### config.mk
export PLATFORM = sky130hd
export DESIGN_NAME = c432_key_loader
export DESIGN_NICKNAME = d
export VERILOG_FILES = /design/src/rtl/c432_key_loader.sv
export SDC_FILE = /design/constraint.sdc
export NUM_CORES = 1
export LEC_CHECK = 0
export CAP_MARGIN = 10
export CORE_UTILIZATION = 35
export DETAILED_ROUTE_END_ITERATION = 8
export GPL_ROUTABILITY_DRIVEN = 1
export GPL_TIMING_DRIVEN = 0
export PLACE_DENSITY = 0.66
export SETUP_SLACK_MARGIN = 0.3
export SLEW_MARGIN = 20
export SYNTH_ARGS = -nofsm -noshare
export SYNTH_HDL_FRONTEND = slang
export SYNTH_SLANG_ARGS = --single-unit
### constraint.sdc
create_clock -name clk -period 3.2 [get_ports clk]
set_input_delay 0.64 -clock clk [delete_from_list [all_inputs] [get_ports clk]]
set_output_delay 0.64 -clock clk [all_outputs]
set_load 0.01 [all_outputs]
### src/rtl/c432_key_loader.sv
// Serial key loader for the locked c432 core: fetches the key from NVM over a req/ack handshake and applies it once accepted.
// Optional even-parity check over the fetched key is enabled by defining C432_KEY_PARITY_EN.
module c432_key_loader #(
  parameter int unsigned KEY_WIDTH = 2,
  parameter int unsigned TIMEOUT   = 15
) (
  input  logic                 clk,
  input  logic                 rst_n,
  input  logic                 start,
  output logic                 nvm_req,
  input  logic                 nvm_ack,
  input  logic                 nvm_bit,
  output logic [KEY_WIDTH-1:0] key,
  output logic                 key_valid,
  output logic                 key_err,
  output logic                 busy
);

`ifdef C432_KEY_PARITY_EN
  localparam int unsigned NB = KEY_WIDTH + 1;
`else
  localparam int unsigned NB = KEY_WIDTH;
`endif
  localparam int unsigned CW = $clog2(KEY_WIDTH + 2);
  localparam int unsigned TW = $clog2(TIMEOUT + 1);

  typedef enum logic [2:0] {
    IDLE  = 3'd0,
    REQ   = 3'd1,
    GAP   = 3'd2,
    CHECK = 3'd3,
    DONE  = 3'd4,
    ERR   = 3'd5
  } state_t;

  state_t          state_q;
  state_t          state_nxt;
  logic [NB-1:0]   shift_q;
  logic [NB-1:0]   shift_d;
  logic [CW-1:0]   bit_cnt_q;
  logic [TW-1:0]   tmo_q;
  logic            tmo_hit;
  logic            check_pass;

  logic                 nvm_req_d;
  logic                 busy_d;
  logic                 key_valid_d;
  logic                 key_err_d;
  logic [KEY_WIDTH-1:0] key_d;

  assign shift_d = shift_q | (NB'(nvm_bit) << bit_cnt_q);
  assign tmo_hit = (tmo_q == TW'(TIMEOUT));

`ifdef C432_KEY_PARITY_EN
  // Key bits plus the even-parity bit must XOR to zero.
  assign check_pass = ~(^shift_q);
`else
  assign check_pass = 1'b1;
`endif

  // State register
  always_ff @(posedge clk) begin
    if (!rst_n) begin
      state_q <= IDLE;
    end else begin
      state_q <= state_nxt;
    end
  end

  // Next-state logic
  always_comb begin
    state_nxt = state_q;
    case (state_q)
      IDLE, DONE, ERR: begin
        if (start) state_nxt = REQ;
      end
      REQ: begin
        if (nvm_ack)      state_nxt = GAP;
        else if (tmo_hit) state_nxt = ERR;
      end
      GAP: begin
        state_nxt = (bit_cnt_q == CW'(NB)) ? CHECK : REQ;
      end
      CHECK: begin
        state_nxt = check_pass ? DONE : ERR;
      end
      default: state_nxt = IDLE;
    endcase
  end

  // Output decode from the upcoming state so every output is a flop
  always_comb begin
    nvm_req_d   = 1'b0;
    busy_d      = 1'b0;
    key_valid_d = 1'b0;
    key_err_d   = 1'b0;
    key_d       = '0;
    case (state_nxt)
      REQ: begin
        nvm_req_d = 1'b1;
        busy_d    = 1'b1;
      end
      GAP, CHECK: busy_d = 1'b1;
      DONE: begin
        key_valid_d = 1'b1;
        key_d       = shift_q[KEY_WIDTH-1:0];
      end
      ERR:     key_err_d = 1'b1;
      default: ;
    endcase
  end

  always_ff @(posedge clk) begin
    if (!rst_n) begin
      nvm_req   <= 1'b0;
      busy      <= 1'b0;
      key_valid <= 1'b0;
      key_err   <= 1'b0;
      key       <= '0;
    end else begin
      nvm_req   <= nvm_req_d;
      busy      <= busy_d;
      key_valid <= key_valid_d;
      key_err   <= key_err_d;
      key       <= key_d;
    end
  end

  // Shift register, bit counter and saturating timeout counter
  always_ff @(posedge clk) begin
    if (!rst_n) begin
      shift_q   <= '0;
      bit_cnt_q <= '0;
      tmo_q     <= '0;
    end else begin
      case (state_q)
        IDLE, DONE, ERR: begin
          if (start) begin
            shift_q   <= '0;
            bit_cnt_q <= '0;
            tmo_q     <= '0;
          end
        end
        REQ: begin
          if (nvm_ack) begin
            shift_q   <= shift_d;
            bit_cnt_q <= bit_cnt_q + CW'(1);
            tmo_q     <= '0;
          end else if (tmo_hit) begin
            shift_q <= '0;
          end else begin
            tmo_q <= tmo_q + TW'(1);
          end
        end
        CHECK: begin
          if (!check_pass) shift_q <= '0;
        end
        default: ;
      endcase
    end
  end

endmodule

==> flow_summary.ini <==
[sta]
final.setup_skew_ns = 0.00174
fin_crit_sh_pct = 69.9
hold_viol = 0
setup_violations = 0
finalMaxSlewViolations = 0
worst_hold_slack_ns = 0.491
slew_headroom_pct = 70.2
worst_pin_slew_ns = 0.440
fmax_ghz = 0.447
layout_min_cycle_time_ns = 2.24
rsz0062_at_grt = false
tns_ns = 0

[critical_path]
arrival_ns = 2.47
worstPathCellList = clkdlybuf4s50_1, or4b_1, buf_2, o211a_1, nand2b_4, nor3b_2
critPathMaxStageDelay_ns = 0.55
worst-path-max-fanout = 8
worstRegToRegCells = 6
slowest_stage = clkdlybuf4s50_1
cp_data_required_time_ns = 3.43
crit_path_end_kind = flop
crit_type = input port to flop
cp-start-kind = input port

[yosys]
syn_inst = 89
ys_types = 38
synth-edff-count = 0
postSynthAreaPerCell_um2 = 9.01
ys_warn_count = 0
synthArstFlopShare_pct = 0
ys.flop_type = dfxtp_1
synth_area_um2 = 802
syn-num-nets = 96
synth_seq_cells = 17
ys_seq_area_share_pct = 42.4

[power]
powerDensity_nw_per_um2 = 420
ir_worst_vdd_mv = 0.194
p_leak_nw = 0.362
power.net_switching_mw = 0.111
comb_power_share_pct = 15.7
swShare_pct = 27.3
intPower_mw = 0.294
p_clk_share_pct = 29.0
seqPwrFrac_pct = 55.3

[clock_tree]
cts_tree = done
hold_buffers = 0
cts_setup_buffers = 0
clock_latency_ns = 0.29
clock_sinks = 17
cts_resized = 0
clk_path_buf_depth = 2
cts_buffers = 3
htreeDepth = 1
path_clk_slew_ns = 0.10
cts-root-buf = clkbuf_4

[routing]
final_antenna_net_count = 0
dr.pass1.iters = 4
routedWlPerCell_um = 12.2
finalWirelength_um = 1590
drtIter0Drc = 11
detail_route.drc_violations = 0
post_drt_via_cell_ratio = 5.38
num_vias = 700

[worst_hold_path]
hp-class = flop to flop
whs_path_depth = 2

[run]
drv_cap = 0

[floorplanning]
fp.dieArea_um2 = 2490
core_area_um2 = 2060
dieWidth_um = 49.9
start_util_pct = 38.9
die_h_um = 49.9
core.rowCount = 16
pin_count = 11

[grt]
grt_usage_pct = 14.2
grt_max_degree = 11
antenna_found_initial = 0
grt_pass1_vias = 640
grt_overflow = 0
grt_pass1_wl_um = 2670

[placement]
dpl.hpwl_um = 1150
io_buffers = 10
gp_congestion = 0.748

[layout]
synthToLayoutAreaGrowth_pct = 20.1
n_antenna_cell = 0
num-fill-cells = 220
layout_commonest_cell = dfxtp_1
final_cell_mix = dfxtp_1 (17), clkdlybuf4s50_1 (10), a21oi_1 (7), nor2_1 (6), nand2_1 (6)
fin_nets = 111
drive_above_1_share_pct = 13.6

[run_status]
status = completed
-- sequential cells by signal (all words and copies together) (netlist names) --
| register | count |
|---|---|
| bit_cnt_q | 2 |
| busy | 1 |
| key | 2 |
| key_err | 1 |
| key_valid | 1 |
| nvm_req | 1 |
| shift_q | 2 |
| state_q | 3 |
| tmo_q | 4 |
-- synth_stat cells, drive strengths merged, types with 2 or more instances --
master | n | area, um^2
nand2b | 3 | 26.3
o21ai | 5 | 25.0
nor3 | 2 | 10.0
o21a | 2 | 15.0
a21oi | 7 | 35.0
nor3b | 3 | 32.5
nand2 | 6 | 22.5
a22oi | 2 | 15.0
nand4 | 3 | 18.8
ha | 2 | 25.0
nor2 | 6 | 22.5
clkbuf | 2 | 7.51
nand3 | 3 | 15.0
o221ai | 2 | 23.8
dfxtp | 17 | 340
nor2b | 3 | 18.8
buf | 3 | 21.3
inv | 4 | 15.0
-- final cells by class --
type / instances / area (um^2) / share of cell area, %
Buffer: 5 / 28.8 / 2.99
Timing Repair Buffer: 10 / 100 / 10.4
Clock inverter: 1 / 5.00 / 0.519
Clock buffer: 3 / 22.5 / 2.34
Tap cell: 27 / 33.8 / 3.51
Inverter: 4 / 15.0 / 1.56
Multi-Input combinational cell: 63 / 418 / 43.4
Sequential cell: 17 / 340 / 35.3
-- worst paths after layout --
| kind | start | end | slack [ns] |
|---|---|---|---|
| setup / recovery | nvm_ack | key[0] | 0.96 |
| hold / removal | tmo_q[1] | tmo_q[1] | 0.49 |
| setup reg to reg | state_q[2] | key[0] | 1.42 |
| hold reg to reg | tmo_q[1] | tmo_q[1] | 0.49 |
-- per-stage QoR --
step	utilization (%)	total power [mW]	instances	cell area (um^2)	setup WS, ns
2_1_floorplan	-	0.270	89	802	1.35
3_3_place_gp	45.4	0.291	126	936	0.684
3_5_place_dp	45.4	0.292	126	936	0.677
4_1_cts	46.7	0.410	130	963	0.969
5_1_grt	46.7	0.429	130	963	0.915
6_report	46.7	0.405	130	963	0.963
-- cells by family after synthesis --
kind of cell             Yosys count  synth area share [%]
multiplexers                       1                  1.25
XOR/XNOR                           1                  1.09
buffers and inverters              9                  5.46
flip-flops                        17                  42.4
AO/OA/AOI/OAI                     22                  17.9
adder cells (fa/ha/maj)            2                  3.12
AND/OR/NAND/NOR                   37                  28.7
-- power by group through the flow --
| stage | combinational, mW | sequential, mW | clock (mW) |
|---|---|---|---|
| after global routing | 0.0706 | 0.225 | 0.134 |
| after global placement | 0.0623 | 0.228 | 0 |
| after detailed placement | 0.0631 | 0.228 | 0 |
| final | 0.0636 | 0.224 | 0.118 |
| after floorplan | 0.0406 | 0.229 | 0 |
| after CTS | 0.0639 | 0.224 | 0.122 |
-- critical path, delay by kind of cell --
family | cells | cell delay, ns
and+or+nand+nor | 3 | 0.84
buffers and inverters | 2 | 0.73
AOI/OAI and AO/OA | 1 | 0.26
-- per-layer routing --
metal,vias up,part of all wire [%],global-route usage [%]
met1,339,48,17.5
met4,0,0,5.71
met3,0,2.8,3.70
met5,-,0,0
li1,352,-,-
met2,9,49,23.4
(Power assumes the default switching activity.)
